[src/rtl/rms_stream_engine.sv]
// Streaming RMS engine: sums squares per frame, then runs a restoring divide and square root.
// Build macro RMS_ROUND_EN selects round-to-nearest with saturation (one extra cycle of latency).
module rms_stream_engine #(
  parameter int DATA_W = 8,
  parameter int CNT_W  = 9,
  parameter int FRAC_W = 4
) (
  input  logic                     clk,
  input  logic                     rst,
  input  logic [DATA_W-1:0]        in_data,
  input  logic                     in_valid,
  input  logic                     in_last,
  output logic                     in_rdy,
  input  logic                     storage_reset,
  output logic [DATA_W+FRAC_W-1:0] out_data,
  output logic                     out_valid,
  input  logic                     out_rdy,
  output logic [1:0]               err_data,
  output logic                     err_valid
);
  localparam int ACC_W = 2*DATA_W + CNT_W;
  localparam int Q_W   = 2*(DATA_W + FRAC_W);
  localparam int R_W   = DATA_W + FRAC_W;
  localparam int N_W   = ACC_W + 2*FRAC_W;
  localparam int S_W   = R_W + 3;
  localparam int IT_W  = $clog2(Q_W + 2);
`ifdef RMS_ROUND_EN
  localparam int SQ_LAST = R_W;
`else
  localparam int SQ_LAST = R_W - 1;
`endif
  localparam logic [CNT_W-1:0] CNT_MAX = '1;

  typedef enum logic [2:0] {S_RESET, S_IDLE, S_DIV, S_SQRT, S_OUT} state_t;

  state_t                state_q, state_d;
  logic [IT_W-1:0]       it_q, it_d;
  logic [ACC_W-1:0]      acc_q, acc_d;
  logic [CNT_W-1:0]      cnt_q, cnt_d;
  logic                  ovf_q, ovf_d;
  logic [CNT_W-1:0]      dr_q, dr_d;
  logic [Q_W-1:0]        sh_q, sh_d;
  logic [R_W-1:0]        rt_q, rt_d;
  logic [S_W-1:0]        sr_q, sr_d;
  logic [R_W-1:0]        out_data_q, out_data_d;
  logic                  out_valid_q, out_valid_d;
  logic [1:0]            err_data_q, err_data_d;
  logic                  err_valid_q, err_valid_d;
  logic                  in_rdy_q, in_rdy_d;

  logic                  accept, ovf_now, div_bit, sq_bit;
  logic [2*DATA_W-1:0]   sq;
  logic [N_W-1:0]        dividend;
  logic [CNT_W:0]        div_trial;
  logic [S_W+1:0]        sq_cand, sq_sub;
  logic [R_W-1:0]        root_next, root_final;

  always_comb begin
    accept     = in_valid && in_rdy_q;
    ovf_now    = ovf_q || (cnt_q == CNT_MAX);
    sq         = {{DATA_W{1'b0}}, in_data} * {{DATA_W{1'b0}}, in_data};
    dividend   = {acc_q, {(2*FRAC_W){1'b0}}};
    // Divider: remainder stays below count, so CNT_W+1 bits hold each trial.
    div_trial  = {dr_q, sh_q[Q_W-1]};
    div_bit    = div_trial >= {1'b0, cnt_q};
    // Square root: bring in two radicand bits, try subtracting 4r+1.
    sq_cand    = {sr_q, sh_q[Q_W-1:Q_W-2]};
    sq_sub     = (S_W+2)'({rt_q, 2'b01});
    sq_bit     = sq_cand >= sq_sub;
    root_next  = {rt_q[R_W-2:0], sq_bit};
`ifdef RMS_ROUND_EN
    root_final = ((sr_q > S_W'(rt_q)) && (rt_q != '1)) ? rt_q + 1'b1 : rt_q;
`else
    root_final = root_next;
`endif

    state_d     = state_q;
    it_d        = it_q;
    acc_d       = acc_q;
    cnt_d       = cnt_q;
    ovf_d       = ovf_q;
    dr_d        = dr_q;
    sh_d        = sh_q;
    rt_d        = rt_q;
    sr_d        = sr_q;
    out_data_d  = out_data_q;
    out_valid_d = out_valid_q;
    err_data_d  = 2'b00;
    err_valid_d = 1'b0;

    if (storage_reset) begin
      state_d     = S_IDLE;
      acc_d       = '0;
      cnt_d       = '0;
      ovf_d       = 1'b0;
      out_valid_d = 1'b0;
      // A result handed off on this same edge counts as delivered, not aborted.
      if ((state_q == S_DIV) || (state_q == S_SQRT) ||
          ((state_q == S_OUT) && !(out_valid_q && out_rdy))) begin
        err_valid_d = 1'b1;
        err_data_d  = 2'b10;
      end
    end else begin
      unique case (state_q)
        S_RESET: state_d = S_IDLE;
        S_IDLE: begin
          if (accept) begin
            if (ovf_now) begin
              if (in_last) begin
                err_valid_d = 1'b1;
                err_data_d  = 2'b01;
                acc_d       = '0;
                cnt_d       = '0;
                ovf_d       = 1'b0;
              end else begin
                ovf_d = 1'b1;
              end
            end else begin
              acc_d = acc_q + ACC_W'(sq);
              cnt_d = cnt_q + 1'b1;
              if (in_last) begin
                state_d = S_DIV;
                it_d    = '0;
              end
            end
          end
        end
        S_DIV: begin
          if (it_q == '0) begin
            dr_d = dividend[N_W-1:Q_W];
            sh_d = dividend[Q_W-1:0];
          end else begin
            dr_d = CNT_W'(div_bit ? div_trial - {1'b0, cnt_q} : div_trial);
            sh_d = {sh_q[Q_W-2:0], div_bit};
          end
          if (it_q == IT_W'(Q_W)) begin
            state_d = S_SQRT;
            it_d    = '0;
            rt_d    = '0;
            sr_d    = '0;
          end else begin
            it_d = it_q + 1'b1;
          end
        end
        S_SQRT: begin
          if (it_q < IT_W'(R_W)) begin
            sr_d = S_W'(sq_bit ? sq_cand - sq_sub : sq_cand);
            rt_d = root_next;
            sh_d = {sh_q[Q_W-3:0], 2'b00};
          end
          if (it_q == IT_W'(SQ_LAST)) begin
            state_d     = S_OUT;
            out_valid_d = 1'b1;
            out_data_d  = root_final;
          end else begin
            it_d = it_q + 1'b1;
          end
        end
        S_OUT: begin
          if (out_rdy) begin
            state_d     = S_IDLE;
            out_valid_d = 1'b0;
            acc_d       = '0;
            cnt_d       = '0;
          end
        end
        default: state_d = S_IDLE;
      endcase
    end
    in_rdy_d = (state_d == S_IDLE);
  end

  always_ff @(posedge clk or posedge rst) begin
    if (rst) begin
      state_q     <= S_RESET;
      it_q        <= '0;
      acc_q       <= '0;
      cnt_q       <= '0;
      ovf_q       <= 1'b0;
      dr_q        <= '0;
      sh_q        <= '0;
      rt_q        <= '0;
      sr_q        <= '0;
      out_data_q  <= '0;
      out_valid_q <= 1'b0;
      err_data_q  <= 2'b00;
      err_valid_q <= 1'b0;
      in_rdy_q    <= 1'b0;
    end else begin
      state_q     <= state_d;
      it_q        <= it_d;
      acc_q       <= acc_d;
      cnt_q       <= cnt_d;
      ovf_q       <= ovf_d;
      dr_q        <= dr_d;
      sh_q        <= sh_d;
      rt_q        <= rt_d;
      sr_q        <= sr_d;
      out_data_q  <= out_data_d;
      out_valid_q <= out_valid_d;
      err_data_q  <= err_data_d;
      err_valid_q <= err_valid_d;
      in_rdy_q    <= in_rdy_d;
    end
  end

  assign in_rdy    = in_rdy_q;
  assign out_data  = out_data_q;
  assign out_valid = out_valid_q;
  assign err_data  = err_data_q;
  assign err_valid = err_valid_q;
endmodule

[config.mk]
export PLATFORM = sky130hd
export DESIGN_NAME = rms_stream_engine
export DESIGN_NICKNAME = d
export VERILOG_FILES = /design/src/rtl/rms_stream_engine.sv
export SDC_FILE = /design/constraint.sdc
export NUM_CORES = 1
export LEC_CHECK = 0
export CAP_MARGIN = 20
export CORE_MARGIN = 4
export CORE_UTILIZATION = 40
export DETAILED_ROUTE_END_ITERATION = 10
export PLACE_DENSITY = 0.55
export SYNTH_ARGS = -nofsm -noshare
export SYNTH_HDL_FRONTEND = slang
export SYNTH_SLANG_ARGS = --single-unit
[constraint.sdc]
create_clock -name clk -period 5.05 [get_ports clk]
set_input_delay 1.01 -clock clk [delete_from_list [all_inputs] [get_ports clk]]
set_output_delay 1.01 -clock clk [all_outputs]
set_load 0.005 [all_outputs]
==> qor.txt <==
Worst-case hold slack: 499 ps
Commonest cells after routing, fill and taps aside: nand2_1, dfrtp_1, inv_1
Number of remaining DRC errors: 0
Crit Path Category: in2reg
Setup TNS: 0 ps
Cell taking the most area after synthesis: dfrtp_1
Layout Utilization: 48.2%
Slew margin rel.: 33.6%
Pwr/cell area: 612 nW/um^2
Yosys cell types: 64
CP startpoint kind: input pin
Peak supply drop: 0.323 mV
DR iter-0 viols: 444
Largest net degree at the start of global routing: 65
Most common cell on crit path: inv_1
DIE HEIGHT: 157 um
PortBufs: 30
Mapped Cells: 1,013
Crit path max fanout: 8
Clock Path Buffers: 2
Initial Util: 40.7%
CP Cell Sequence: buf_2, and2_4, inv_1, fa_1, fa_1, inv_1, ha_1, inv_1, fa_1, inv_1, buf_4, ha_1, a21o_1, nand4_1, nand3_2, a221o_1, a221oi_4, or4_1, nand3_1
Max-slew violation count: 0
Clk pin slew, worst setup/hold paths: 60 ps
Syn Nets: 1,135
First-pass GRT wire length: 36,100 um
Ranking of synthesized cells by area: dfrtp_1, ha_1, fa_1
Antenna-violating nets left: 0
Finished Cell Area: 10,600 um^2
Most common cell after layout, fill and taps aside: nand2_1
Vias/cell: 5.27
Final Wtd Congestion: 0.816
WP data required: 5350 ps
Min Tclk post-route: 4870 ps
Nets: 1,206
Core footprint: 21,900 um^2
H-tree Lvls: 4
Sequential element share of the synthesized area: 33.7%
Setup WS post-layout: 184 ps
Routed length per instance: 15.3 um
Vias in the first global route: 7,299
Max Fclk: 206 MHz
Worst-Skew Late Latency: 420 ps
Die width: 157 um
# fillers: 2,158
Asr flop ratio synth: 100%
Worst-Margin Slew: 996 ps
Max-cap viol count: 0
Via count: 7,252
CP max-delay cell: fa_1
Die area: 24,700 um^2
Total CTS buffers: 17
Leak Pwr: 4.87 nW
Data arrival time of the worst path: 5170 ps
Antenna violations before repair: 0
Post-synth top area share: 33.7%
Mapped Area: 8910 um^2
Clock sink count: 120
Row count: 54
Pre-Repair DR Iteration Count: 5
Endpoints failing hold: 0
Dpl cell area: 9920 um^2
CTS tree: yes
Final Setup Violations: 0
# hold bufs at CTS: 0
Crit. End Element: flop
Seq cells post-synth: 120
Worst setup skew after layout: 10.5 ps
Final Cycle Share: 96.4%
GRT overflow: 0
Crit-path max cell delay: 520 ps
CTS Root Cell: clkbuf_16
Pre-CTS setup slack: -745 ps
DRT Wirelength: 21,000 um
DP Wirelength: 15,600 um
Number of flops mapped to enable cells by yosys: 0
Hold Path Class: reg2reg
Boundary pin count: 31
Syn. warnings: 0
Most used flip-flop cell after synthesis: dfrtp_1
Syn_area_per_cell: 8.80 um^2
Total track usage: 17.8%
Synth-to-Final Area Change: 18.4%
Diode count: 0
Share of cells above drive strength 1: 14.4%
Status: completed
==> synth_stat cells (6+ instances only) <==
master / n
nor2b_1: 7
xnor2_1: 18
nand3_1: 26
xor2_1: 15
a22oi_1: 6
ha_1: 70
nand2b_1: 9
a32oi_1: 6
buf_2: 7
a21o_1: 15
o21a_1: 8
and3_1: 12
o21ai_0: 80
a21oi_1: 80
clkbuf_1: 32
inv_1: 107
nor3_1: 17
fa_1: 38
dfrtp_1: 120
a211oi_1: 8
o31ai_1: 29
and2_1: 23
nor2_1: 41
mux2_2: 12
nand2_1: 148
==> final timing paths <==
path	from	end	slack [ps]	depth (start not counted)
min in group asynchronous	rst	err_valid	1110	2
setup reg to reg	acc_q[7]	acc_q[20]	470	15
hold / removal	rt_q[11]	rt_q[11]	500	2
hold reg to reg	rt_q[11]	rt_q[11]	500	2
setup / recovery	in_data[1]	acc_q[20]	180	19
max in group asynchronous	rst	sr_q[13]	3130	3
==> stage by stage <==
stage	total power, W	std cells
after CTS	0.00646	1374
after detailed placement	0.00521	1341
final	0.00646	1377
after floorplan	0.00407	1013
after global placement	0.00516	1341
after global routing	0.00710	1377
==> logic make-up after synthesis <==
logic type	share of synthesized area, %
AND/OR/NAND/NOR	16.3
adder cells (fa/ha/maj)	18.4
buffers and inverters	6.50
AO/OA/AOI/OAI	19.8
flip-flops	33.7
multiplexers	2.08
XOR/XNOR	3.24
==> power by group <==
group | switching [W] | internal (W)
registers | 0.000246 | 0.00120
clock network | 0.000473 | 0.000625
logic | 0.00211 | 0.00180
total | 0.00283 | 0.00363
==> timing repair <==
| item | in CTS | in global routing |
|---|---|---|
| gates resized for setup | 21 | 25 |
| pin swaps | 11 | 18 |
| hold endpoints to repair | 0 | 0 |
| setup endpoints to repair | 15 | 14 |
| setup buffers | 1 | 2 |
==> state kept, by name, summed over array words and instances, names as in the netlist <==
name and count:
out_valid 1, cnt_q 9, acc_q 25, out_data 12, err_data 2, state_q 3, rt_q 12, dr_q 9
err_valid 1, ovf_q 1, sr_q 15, it_q 5, sh_q 24, in_rdy 1
==> cell type report <==
class	instances	area (um^2)	share of cell area, %
multi-input combinational	745	5500	52.1
clock buffer	17	425	4.03
sequential	120	3000	28.4
clock inverter	15	108	1.02
tap	280	350	3.32
inverter	107	404	3.83
timing repair buffer	93	763	7.23
==> layer usage <==
metal | global-route usage, % | share of wire, % | vias to the layer above
li1 | - | - | 3644
met1 | 24.2 | 49 | 3481
met2 | 30.1 | 48 | 111
met3 | 2.53 | 2.7 | 16
met4 | 4.06 | 0.85 | 0
met5 | 0 | 0 | -
==> worst max-delay path, delay by kind of cell <==
kind	cells	cell delay (ps)
simple gates	5	600
buf+inv	6	450
fa+ha+maj	5	2040
compound gates	3	1060
Note: power is estimated with default switching activity, not from simulation.
==> edit 1 (same settings) <==
The option `RMS_ROUND_EN` is turned on by a define.
--- a/src/rtl/rms_stream_engine.sv
+++ b/src/rtl/rms_stream_engine.sv
@@ -2,2 +2,4 @@
 // Build macro RMS_ROUND_EN selects round-to-nearest with saturation (one extra cycle of latency).
+`define RMS_ROUND_EN
+
 module rms_stream_engine #(
Formal check against the unedited RTL: no difference found for any inputs over 10 cycles, from zero or initial values and one cycle with rst high; that may be too few to reach the edited logic, so the function may still have changed.
==> edit 1 against the original RTL <==
  * Cell count rose by 3.6%
  * Critical path depth stayed put
  * Global-route usage decreased by 1.0 points
  * Routed wire length fell by 1.6%
  * Area after synthesis rose by 3.7%
  * Setup slack improved by 0.034 ns
  * First-iteration DRC count decreased by 9.2%
  * Sequential cell count stayed put
  * Via count up 1.7%
  * Power increased by 2.9%
  * Cell area up 3.6%
  * Critical endpoint is now acc_q[13]
  * Largest cell class unchanged
  * Highest routed layer unchanged
==> edit 1: results (changes against the original RTL) <==
Synth warnings: 0 (unchanged)
Placed Area: 0.01013 mm² (+2.2%)
Met3 usage in global routing: 3.045% (+0.52 points)
Run status: finished clean
GR Layer Usage met1: 23.31% (-0.92 points)
Slowest-stage cell, CP: fa_1
Via count: 7378 (+1.7%)
Fillers: 2215 (+2.6%)
Share of cells above drive strength 1: 13.66% (-0.74 points)
Clock-pin slew on the worst setup and hold paths: 0.06 ns (about the same)
H-tree depth: 4 (unchanged)
Post-synth net total: 1186 (+4.5%)
Synth cell count leaders: 140 x nand2_1, 120 x dfrtp_1, 109 x inv_1
Routed WL: 20.70 mm (-1.6%)
Top flop regs: acc_q (25), sh_q (24), sr_q (15)
DP Wirelength: 15.98 mm (+2.6%)
Input/output buffers: 30 (unchanged)
Mapped Cells: 1064 (+5.0%)
Global-route wire length before repair: 35.89 mm (-0.61%)
Critical-path maximum fanout: 6 (-2)
Worst Hold Class: flop to flop
Gpl congestion: 0.8328 (+2.1%)
Slew headroom: 35.55% (+1.9 points)
DR vias/cell: 5.170 (-1.8%)
Top delay family on crit path: adder cells
Pre-CTS WS: -0.6980 ns (+0.04722 ns)
GR Util met2: 27.65% (-2.5 points)
Total track usage: 16.78% (-1.0 points)
Clk_lat worst skew: 0.41 ns
Max clock buf depth: 2 (unchanged)
Num CTS Buffers: 17 (unchanged)
Data arrival time of the worst path: 5.10 ns (-0.07 ns)
Static Leak: 5.057 nW (+3.8%)
Worst ir drop on vdd: 0.3641 mV (+13%)
Post-synthesis sequential area ratio: 32.48% (-1.2 points)
Worst path max stage delay: 0.52 ns (about the same)
Drt pass-1 iters: 5 (unchanged)
Ranking of synthesized cells by area: dfrtp_1 32%, ha_1 9.5%, fa_1 8.2%
Largest net degree at the start of global routing: 64 (-1.5%)
CTS root buf: clkbuf_16
Final net count: 1251 (+3.7%)
Worst clock skew: 0.009466 ns (-0.001022 ns)
Antenna diode count: 0 (unchanged)
Distinct cells, synth: 68 (+6.3%)
Pwr Density: 607.6 mW/mm² (-0.72%)
Initial antenna violation count: 0 (unchanged)
Starting DRT DRC Count: 403 (-9.2%)
Async SR Flop Fraction: 100.0% (unchanged)
Vias in the first global route: 7293 (-0.082%)
-- edit 1: cells by family (layout without fill, tap and decap cells) --
kind of cell / after synthesis / count (layout) / share of synthesized area, %
DFF: 120 / 120 / 32.48
muxes: 23 / 23 / 2.490
AOI/OAI and AO/OA: 274 / 274 / 18.76
xor gates and xnor gates: 48 / 48 / 4.547
adders and majority gates: 108 / 108 / 17.70
buffers and inverters: 156 / 234 / 7.038
and+or+nand+nor: 335 / 335 / 16.98
-- edit 1: final timing paths --
check,from,to,slack (ns),cells after the start
max,in_data[1],acc_q[13],0.22,19
min,out_data[11],out_data[11],0.48,2
max reg2reg,acc_q[7],acc_q[13],0.91,16
min reg2reg,out_data[11],out_data[11],0.48,2
max in group asynchronous,rst,acc_q[4],3.15,3
min in group asynchronous,rst,err_data[0],1.09,2
-- edit 1: power breakdown --
part           internal (mW)  leakage, nW  switching (mW)
clock network          0.833        0.309           0.441
logic                   1.84         3.17            2.12
registers               1.19         1.57           0.220
-- edit 1: layout make-up --
type | instances | area share, %
clock inverters | 14 | 1.647
inverters | 113 | 3.900
clock buffers | 18 | 4.015
repair buffers | 89 | 6.908
flip-flops and latches | 120 | 27.45
well taps | 285 | 3.260
multi-input cells | 788 | 52.82
-- edit 1: worst min-delay path: cells and delay by family (launching register included) --
kind	cells	cell delay, ns
AOI/OAI and AO/OA	1	0.06
DFF	1	0.34
and+or+nand+nor	1	0.05
-- edit 1: what timing repair did --
item                       CTS  global route
hold buffers                 0             0
pin swaps                   10            21
gates resized for setup     20            32
setup endpoints to repair   13            14
setup buffers                2             4
-- edit 1: layer usage --
metal	wire length, µm	share of wire (%)
met5	0	0
met4	183	0.88
met3	461	2.2
met2	9798	47
met1	10260	50
==> edit 2 (same settings) <==
Made on the original files. The output `err_valid` loses its register stage (`err_valid_q` becomes a continuous assignment).
--- a/src/rtl/rms_stream_engine.sv
+++ b/src/rtl/rms_stream_engine.sv
@@ -186,3 +186,2 @@
       err_data_q  <= 2'b00;
-      err_valid_q <= 1'b0;
       in_rdy_q    <= 1'b0;
@@ -201,3 +200,2 @@
       err_data_q  <= err_data_d;
-      err_valid_q <= err_valid_d;
       in_rdy_q    <= in_rdy_d;
@@ -205,2 +203,4 @@
   end
+
+  assign err_valid_q = err_valid_d;
 
Function: changed (Yosys sat finds a counterexample within 4 cycles, from zero or initial values and one cycle with rst high).
==> edit 2 against the original RTL <==
  * Power increased by 4.1%
  * Cell count rose by 1.0%
  * Routed wire length is 0.47% lower
  * First-iteration DRC count is 6.3% lower
  * Setup slack got worse by 0.013 ns
  * Sequential cell count down 1
  * Cell area increased by 2.7%
  * Via count increased by 1.0%
  * Worst hold slack worse by 0.025 ns
  * Global-route usage fell by 0.87 points
  * Count of clock-buffer cells in the layout increased by 9
  * Area after synthesis is 2.1% higher
  * Largest cell class unchanged
==> edit 2: results (changes against the original RTL) <==
Gpl congestion: 0.8316 (+2.0%)
Post-synthesis sequential area ratio: 32.71% (-0.98 points)
DR vias/cell: 5.267 (about the same)
Synth cell count leaders: 157 x nand2_1, 119 x dfrtp_1, 110 x inv_1
Critical-path maximum fanout: 5 (-3)
Ranking of synthesized cells by area: dfrtp_1 33%, ha_1 9.6%, fa_1 8.4%
Static Leak: 4.962 nW (+1.8%)
DP Wirelength: 15.31 mm (-1.7%)
Final net count: 1223 (+1.4%)
Total track usage: 16.91% (-0.87 points)
CTS root buf: clkbuf_16
Worst Hold Class: flop to flop
Num CTS Buffers: 17 (unchanged)
Vias in the first global route: 7246 (-0.73%)
Async SR Flop Fraction: 100.0% (unchanged)
Met1 wire length: 10.47 mm (+2.5%)
Clk_lat worst skew: 0.41 ns
Mux contribution to synthesized area: 2.131% (+0.053 points)
Slew headroom: 32.19% (-1.4 points)
Post-synth net total: 1146 (+0.97%)
Post-synthesis adder-cell area fraction: 17.98% (-0.38 points)
Routed WL: 20.93 mm (-0.47%)
Input/output buffers: 30 (unchanged)
Share of cells above drive strength 1: 18.00% (+3.6 points)
Antenna diode count: 0 (unchanged)
Run status: finished clean
XOR/XNOR Fraction of Synth Area: 3.175% (-0.068 points)
Starting DRT DRC Count: 416 (-6.3%)
Largest net degree at the start of global routing: 64 (-1.5%)
Routed wl met3: 538 µm (-4.9%)
Global-route wire length before repair: 35.71 mm (-1.1%)
Worst ir drop on vdd: 0.3273 mV (+1.4%)
Synth warnings: 0 (unchanged)
Total of max-cap violations: 0 (unchanged)
Top flop regs: acc_q (25), sh_q (24), sr_q (15)
Switching Share: 43.46% (-0.40 points)
H-tree depth: 4 (unchanged)
Top Metal Used: met4
Worst clock skew: 0.01199 ns (+0.001499 ns)
Max clock buf depth: 2 (unchanged)
Distinct cells, synth: 77 (+20%)
Clock-pin slew on the worst setup and hold paths: 0.05 ns
Met2 routed WL: 9.645 mm (-4.2%)
Data arrival time of the worst path: 5.17 ns (about the same)
Drt pass-1 iters: 5 (unchanged)
Initial antenna violation count: 0 (unchanged)
Compound-Gate Fraction of Synth Area: 20.08% (+0.25 points)
==> edit 2: worst paths after layout <==
kind,startpoint,end,slack [ns],cells past startpoint
max,in_data[4],acc_q[18],0.17,18
min,acc_q[7],acc_q[7],0.47,2
max reg2reg,acc_q[7],acc_q[18],0.73,16
min reg2reg,acc_q[7],acc_q[7],0.47,2
max in group asynchronous,rst,acc_q[4],3.15,3
min in group asynchronous,rst,it_q[0],1.09,2
==> edit 2: final cells by class <==
| cell class | count | area (µm²) |
|---|---|---|
| fill | 2109 | 11250 |
| multi-input combinational | 750 | 5714 |
| sequential | 119 | 2978 |
| timing repair buffer | 101 | 852.1 |
| clock buffer | 26 | 509.2 |
| inverter | 112 | 422.9 |
| tap | 280 | 350.3 |
| clock inverter | 3 | 17.52 |
==> edit 2: cell families (layout without fill, tap and decap cells) <==
kind of cell / after synthesis / after routing
and+or+nand+nor: 317 / 317
AOI/OAI and AO/OA: 274 / 274
buffers and inverters: 155 / 242
DFF: 119 / 119
adders and majority gates: 108 / 108
xor gates and xnor gates: 33 / 33
muxes: 18 / 18
==> edit 2: metal layers <==
metal  vias to the layer above  global-route usage (%)
li1                       3672                       -
met1                      3555                   23.96
met2                        80                   26.87
met3                        20                   2.618
met4                         0                   5.128
met5                         -                       0
==> edit 2: critical path: stages <==
cell	delay (ns)
dlygate4sd2_1	0.34
nand2_1	0.13
fa_1	0.47
fa_1	0.51
inv_1	0.04
ha_1	0.26
inv_1	0.05
fa_1	0.52
inv_1	0.06
buf_4	0.13
ha_1	0.31
a211oi_2	0.31
o21ai_2	0.12
and4_4	0.22
o21ai_4	0.14
nand2_2	0.06
and4b_1	0.22
a211o_1	0.26
==> edit 2: per-stage QoR <==
step | area [µm²] | power [mW] | hold WS, ns | std cells | worst slack [ns]
after detailed placement | 10010 | 5.246 | 0.4670 | 1348 | -0.6918
final | 10840 | 6.723 | 0.4735 | 1391 | 0.1711
after global placement | 10010 | 5.205 | 0.4609 | 1348 | -0.5760
after CTS | 10680 | 6.609 | 0.4773 | 1383 | 0.02312
after floorplan | 9128 | 4.221 | 0.4485 | 1024 | 0.01442
after global routing | 10840 | 7.394 | 0.5006 | 1391 | -0.006642
==> edit 2: repair_timing <==
action	in CTS	in global routing
setup endpoints to repair	12	15
pin swaps	22	42
gates cloned	0	1
buffers inserted	7	7
gates resized for setup	26	46
==> edit 2: power groups by stage <==
stage	clock (mW)	sequential, mW	combinational [mW]
global placement	0	1.40	3.80
CTS	1.12	1.39	4.10
finish	1.10	1.39	4.23
global route	1.18	1.43	4.79
floorplan	0	1.32	2.90
detailed placement	0	1.40	3.84
